--- src/rtl/riscv_pipeline_ctrl_pkg.sv ---
// Shared pipeline-control configuration: datapath width, register index width, FSM encodings.
// Latency: n/a (types and constants only).
// Backpressure: n/a.
package riscv_pipeline_ctrl_pkg;

    localparam int XLEN      = 32;
    localparam int REG_IDX_W = 5;

    typedef enum logic [1:0] {
        S_RUN   = 2'd0,
        S_MDIV  = 2'd1,
        S_DWAIT = 2'd2
    } ctrl_state_e;

    // Per-stage hold vector: 1 = pipeline register keeps its value.
    typedef struct packed {
        logic pc;
        logic ifid;
        logic idex;
        logic exmem;
    } hold_t;

    // Per-stage flush vector: 1 = pipeline register becomes a bubble on the next edge.
    typedef struct packed {
        logic ifid;
        logic idex;
        logic exmem;
        logic memwb;
    } flush_t;

endpackage

--- src/rtl/riscv_hazard_detect.sv ---
// Load-use hazard compare between the load in EX and the source registers of ID.
// Latency: purely combinational, zero cycles.
// Backpressure: none; the result is consumed by the pipeline controller.
module riscv_hazard_detect
    import riscv_pipeline_ctrl_pkg::*;
(
    input  logic [REG_IDX_W-1:0] id_rs1_i,
    input  logic [REG_IDX_W-1:0] id_rs2_i,
    input  logic                 id_rs1_used_i,
    input  logic                 id_rs2_used_i,
    input  logic [REG_IDX_W-1:0] ex_rd_i,
    input  logic                 ex_is_load_i,
    output logic                 load_use_o
);

    logic rs1_hit;
    logic rs2_hit;

    // x0 is hardwired to zero, so a load targeting it never creates a dependency.
    always_comb begin
        rs1_hit    = id_rs1_used_i && (id_rs1_i == ex_rd_i);
        rs2_hit    = id_rs2_used_i && (id_rs2_i == ex_rd_i);
        load_use_o = ex_is_load_i && (ex_rd_i != '0) && (rs1_hit || rs2_hit);
    end

endmodule

--- src/rtl/riscv_pipeline_ctrl.sv ---
// Pipeline hold/flush controller: data-memory wait, load-use, redirect, fetch stall, mul/div busy.
// Latency: hold/flush outputs are combinational (zero cycles); state, stall count and error are registered.
// Backpressure: data-memory wait stalls everything up to EX/MEM; mul/div stalls up to ID/EX until done or timeout.
module riscv_pipeline_ctrl
    import riscv_pipeline_ctrl_pkg::*;
#(
    parameter int MDIV_TIMEOUT = 64
)
(
    input  logic                 i_clk,
    input  logic                 i_rstn,
    input  logic [REG_IDX_W-1:0] i_id_rs1,
    input  logic [REG_IDX_W-1:0] i_id_rs2,
    input  logic                 i_id_rs1_used,
    input  logic                 i_id_rs2_used,
    input  logic [REG_IDX_W-1:0] i_ex_rd,
    input  logic                 i_ex_is_load,
    input  logic                 i_ex_redirect,
    input  logic                 i_ex_mdiv_start,
    input  logic                 i_mdiv_done,
    input  logic                 i_imem_ready,
    input  logic                 i_mem_req,
    input  logic                 i_mem_ready,
    output logic                 o_hold_pc,
    output logic                 o_hold_ifid,
    output logic                 o_hold_idex,
    output logic                 o_hold_exmem,
    output logic                 o_flush_ifid,
    output logic                 o_flush_idex,
    output logic                 o_flush_exmem,
    output logic                 o_flush_memwb,
    output logic [XLEN-1:0]      o_stall_cnt,
    output logic                 o_mdiv_err,
    output logic [1:0]           o_state
);

    localparam int                TMO_W     = $clog2(MDIV_TIMEOUT + 1);
    localparam logic [TMO_W-1:0]  TMO_LAST  = TMO_W'(MDIV_TIMEOUT);
    localparam logic [XLEN-1:0]   STALL_MAX = '1;

    ctrl_state_e      state_q;
    ctrl_state_e      saved_q;
    ctrl_state_e      eff_state;
    logic [TMO_W-1:0] tmo_q;
    logic             err_q;
    logic [XLEN-1:0]  stall_q;
    logic [XLEN-1:0]  stall_d;

    logic             dwait;
    logic             load_use;
    logic             tmo_hit;
    hold_t            hold;
    flush_t           flush;

    riscv_hazard_detect u_hazard (
        .id_rs1_i      (i_id_rs1),
        .id_rs2_i      (i_id_rs2),
        .id_rs1_used_i (i_id_rs1_used),
        .id_rs2_used_i (i_id_rs2_used),
        .ex_rd_i       (i_ex_rd),
        .ex_is_load_i  (i_ex_is_load),
        .load_use_o    (load_use)
    );

    // The cycle that ends a data wait behaves as the state that was interrupted;
    // the mul/div cycle being evaluated is number tmo_q+1.
    always_comb begin
        dwait     = i_mem_req && !i_mem_ready;
        eff_state = (state_q == S_DWAIT) ? saved_q : state_q;
        tmo_hit   = (tmo_q + TMO_W'(1)) >= TMO_LAST;
    end

    // Hold/flush decode, highest priority first: reset, data wait, mul/div busy, redirect,
    // mul/div start, load-use, fetch not ready.
    always_comb begin
        hold  = '0;
        flush = '0;
        if (!i_rstn) begin
            flush = '1;
        end else if (dwait) begin
            hold        = '1;
            flush.memwb = 1'b1;
        end else if (eff_state == S_MDIV) begin
            // Result arrives on the done cycle, so EX proceeds and nothing is held.
            if (!i_mdiv_done) begin
                hold.pc     = 1'b1;
                hold.ifid   = 1'b1;
                hold.idex   = 1'b1;
                flush.exmem = 1'b1;
            end
        end else if (i_ex_redirect) begin
            flush.ifid = 1'b1;
            flush.idex = 1'b1;
        end else if (i_ex_mdiv_start) begin
            hold.pc     = 1'b1;
            hold.ifid   = 1'b1;
            hold.idex   = 1'b1;
            flush.exmem = 1'b1;
        end else if (load_use) begin
            hold.pc    = 1'b1;
            hold.ifid  = 1'b1;
            flush.idex = 1'b1;
        end else if (!i_imem_ready) begin
            hold.pc    = 1'b1;
            flush.ifid = 1'b1;
        end
    end

    // Controller FSM: data wait parks the interrupted state, mul/div counts busy cycles to a timeout.
    always_ff @(posedge i_clk or negedge i_rstn) begin
        if (!i_rstn) begin
            state_q <= S_RUN;
            saved_q <= S_RUN;
            tmo_q   <= '0;
            err_q   <= 1'b0;
        end else if (dwait) begin
            state_q <= S_DWAIT;
            if (state_q != S_DWAIT) begin
                saved_q <= state_q;
            end
        end else begin
            case (eff_state)
                S_MDIV: begin
                    if (i_mdiv_done) begin
                        state_q <= S_RUN;
                        tmo_q   <= '0;
                    end else if (tmo_hit) begin
                        state_q <= S_RUN;
                        tmo_q   <= '0;
                        err_q   <= 1'b1;
                    end else begin
                        state_q <= S_MDIV;
                        tmo_q   <= tmo_q + TMO_W'(1);
                    end
                end
                default: begin
                    if (!i_ex_redirect && i_ex_mdiv_start) begin
                        state_q <= S_MDIV;
                    end else begin
                        state_q <= S_RUN;
                    end
                    tmo_q <= '0;
                end
            endcase
        end
    end

    // Stall counter advances whenever the PC is held and sticks at all-ones.
    always_comb begin
        stall_d = stall_q;
        if (hold.pc && (stall_q != STALL_MAX)) begin
            stall_d = stall_q + XLEN'(1);
        end
    end

    // Stall counter register.
    always_ff @(posedge i_clk or negedge i_rstn) begin
        if (!i_rstn) begin
            stall_q <= '0;
        end else begin
            stall_q <= stall_d;
        end
    end

    assign o_hold_pc     = hold.pc;
    assign o_hold_ifid   = hold.ifid;
    assign o_hold_idex   = hold.idex;
    assign o_hold_exmem  = hold.exmem;
    assign o_flush_ifid  = flush.ifid;
    assign o_flush_idex  = flush.idex;
    assign o_flush_exmem = flush.exmem;
    assign o_flush_memwb = flush.memwb;
    assign o_stall_cnt   = stall_q;
    assign o_mdiv_err    = err_q;
    assign o_state       = state_q;

endmodule
--- config.mk ---
export PLATFORM = sky130hd
export DESIGN_NAME = riscv_pipeline_ctrl
export DESIGN_NICKNAME = d
export VERILOG_FILES = /design/src/rtl/riscv_pipeline_ctrl_pkg.sv /design/src/rtl/riscv_hazard_detect.sv /design/src/rtl/riscv_pipeline_ctrl.sv
export SDC_FILE = /design/constraint.sdc
export NUM_CORES = 1
export LEC_CHECK = 0
export BUFFER_PORTS_ARGS = -buffer_cell sky130_fd_sc_hd__buf_2
export CAP_MARGIN = 0
export CORE_UTILIZATION = 40
export DETAILED_ROUTE_END_ITERATION = 6
export HOLD_SLACK_MARGIN = 0.1
export SLEW_MARGIN = 30
export SYNTH_ARGS = -nofsm -noshare
export SYNTH_HDL_FRONTEND = slang
export SYNTH_SLANG_ARGS = --single-unit
--- constraint.sdc ---
create_clock -name i_clk -period 2.7 [get_ports i_clk]
set_input_delay 0.405 -clock i_clk [delete_from_list [all_inputs] [get_ports i_clk]]
set_output_delay 0.405 -clock i_clk [all_outputs]
set_load 0.005 [all_outputs]
==> summary.txt <==
Slew headroom = 65.42%
CP max FO = 10
DRT Pass-1 Iters = 4
Die H = 79.03 um
synthesized area = 2374 sq um
first-pass GRT wire length = 8604 um
post-synth top area share = 46.39%
post-synthesis sequential area ratio = 46.39%
unique cell type count in the Yosys netlist = 47
RSZ-0062 raised after global routing = no
setup violators final = 0
Synth Register Bits = 44
area leader, netlist = dfrtp_1
Worst VDD drop = 0.4142 mV
number of synthesized flops with an enable pin = 0
Core Area = 5608 sq um
reg2reg path depth = 7
final period utilization = 88.76%
IO buf count = 68
fmax = 0.4173 GHz
Hold Vio Cnt, Final = 0
GP Congestion = 0.7753
CTS Buffer Depth = 2
WS Path Type = flop to flop
Avg WL per Cell = 13.02 um
root buf cell = clkbuf_8
Die ar. = 6246 sq um
GR Overflow Total = 0
clock tree from TritonCTS = built
I/O pins = 69
Ant. Diodes = 0
Tmin final = 2.397 ns
drt drc = 0
Initial DRC Count = 84
final setup TNS = 0 ns
worst slew pin tran = 0.5187 ns
most common library cell in the layout ignoring fill and taps = buf_2
Final Util = 52.95%
CP required = 2.89 ns
share of cells above drive strength 1 = 31.13%
Clk pin slew, worst setup/hold paths = 0.09 ns
Layout Nets = 345
vias per cell = 5.064
chip width = 79.03 um
vias in the first global route = 1866
Static Leak = 1.519 nW
synth top area cells = dfrtp_1 46%, xor2_1 11%, xnor2_1 3.7%
maxcap violations = 0
largest net degree at the start of global routing = 44
post-route antenna net violation count = 0
Std-Cell Rows = 27
initial core utilization = 42.32%
worst hold stages = 3
Synth Flop Type = dfrtp_1
CP cell instances = nand4_1 -> or3_1 -> nor2_1 -> nand2_1 -> o21ai_2 -> buf_4 -> mux2_2
clk sinks = 44
Num CTS Buffers = 5
syn_nets = 265
Crit-path slowest cell = dfrtp_1
Overall Global Routing Usage = 17.19%
antenna violations before repair = 0
setup bufs post-CTS = 0
slowest stage delay, CP = 0.44 ns
most frequent cells in the layout = 68 x buf_2, 44 x dfrtp_1, 29 x xor2_1
Syn-to-layout area delta = 25.09%
via total after detailed routing = 1975
startpoint types = flop
ys async rst share = 100.0%
HPWL after DPL = 3717 um
status = completed
Worst Path Arrival = 2.59 ns
Avg Inst Size Synth = 10.01 sq um
HP Class = primary input to flop
synthesized netlist cell count = 237
Warnings, synthesis = 0
Crit. End Element = flop
Final Skew = 0.01182 ns
Cell Pwr Density = 523.6 nW/um^2
insertion delay to the later sink of the worst-skew pair = 0.30 ns
Max H-tree Level = 2
final WL = 5077 um
pins over their slew limit = 0
area by class of cell:
| cell class | instances | area, sq um |
|---|---|---|
| Multi-Input combinational cell | 179 | 1210 |
| Tap cell | 72 | 90.09 |
| Inverter | 9 | 33.78 |
| Fill cell | 545 | 2639 |
| Sequential cell | 44 | 1101 |
| Timing Repair Buffer | 78 | 417.9 |
| Clock inverter | 3 | 47.55 |
| Clock buffer | 5 | 68.82 |
state kept, by name, summed over array words and instances (netlist names):
| register | flops |
|---|---|
| o_stall_cnt | 32 |
| saved_q | 2 |
| o_state | 2 |
| o_mdiv_err | 1 |
| tmo_q | 7 |
through the flow:
stage / cell area, sq um / hold slack (ns) / power [mW] / setup slack (ns) / instances
after global routing: 2969 / 0.3932 / 1.645 / 0.07487 / 390
after global placement: 2843 / 0.2605 / 1.048 / 0.1759 / 381
final: 2969 / 0.3797 / 1.554 / 0.3035 / 390
after detailed placement: 2843 / 0.2619 / 1.051 / 0.1294 / 381
after floorplan: 2374 / 0.1094 / 0.9158 / 0.4339 / 237
after CTS: 2969 / 0.3697 / 1.576 / 0.2677 / 390
routing by layer:
metal / global-route usage (%) / part of all wire (%) / wire [um] / up-vias
li1: - / - / - / 984
met1: 23.66 / 50 / 2521 / 929
met2: 27.33 / 44 / 2229 / 56
met3: 3.563 / 5.5 / 281 / 6
met4: 4.727 / 0.89 / 45 / 0
met5: 0 / 0 / 0 / -
cell families (layout without fill, tap and decap cells):
group | count (synthesis) | after routing | share of synthesized area (%)
flip-flops | 44 | 44 | 46.39
multiplexers | 3 | 3 | 1.318
adder cells (fa/ha/maj) | 2 | 2 | 1.054
XOR/XNOR | 39 | 39 | 14.39
buffers and inverters | 14 | 95 | 2.636
AND/OR/NAND/NOR | 106 | 106 | 26.46
AO/OA/AOI/OAI | 29 | 29 | 7.750
worst max-delay path: cells and delay by family (launching register included):
family                 cells  cell delay, ns
buffers and inverters      1            0.22
DFF                        1            0.44
muxes                      1            0.32
and+or+nand+nor            4            0.89
AOI/OAI and AO/OA          1            0.41
where the power goes:
group | internal (mW) | switching, mW | leakage (nW)
Clock | 0.279 | 0.241 | 0.0583
Sequential | 0.709 | 0.0650 | 0.591
Combinational | 0.131 | 0.129 | 0.870
Total | 1.12 | 0.435 | 1.52
worst paths after layout:
| path | start | endpoint | slack (ns) |
|---|---|---|---|
| worst min register to register | o_mdiv_err | o_mdiv_err | 0.47 |
| worst min-delay path | i_ex_mdiv_start | o_state[0] | 0.38 |
| worst max register to register | o_stall_cnt[8] | o_stall_cnt[1] | 0.30 |
| worst max-delay path | o_stall_cnt[8] | o_stall_cnt[1] | 0.30 |
| max in group asynchronous | i_rstn | saved_q[0] | 1.47 |
| min in group asynchronous | i_rstn | o_stall_cnt[26] | 0.48 |
what timing repair did:
item                      4_1_cts  5_1_grt
hold buffers                    1        0
hold endpoints to repair        5        0
resized for setup               0        0
Yosys cell counts (all sizes together), types with 4 or more instances:
cell    number
a21oi        6
and3         4
dfrtp       44
inv          9
nand2       19
nand2b       7
nand3       13
nand4        7
nor2        20
nor3        10
nor3b        6
nor4         5
o21ai       15
xnor2       10
xor2        29
(Power assumes the default switching activity.)
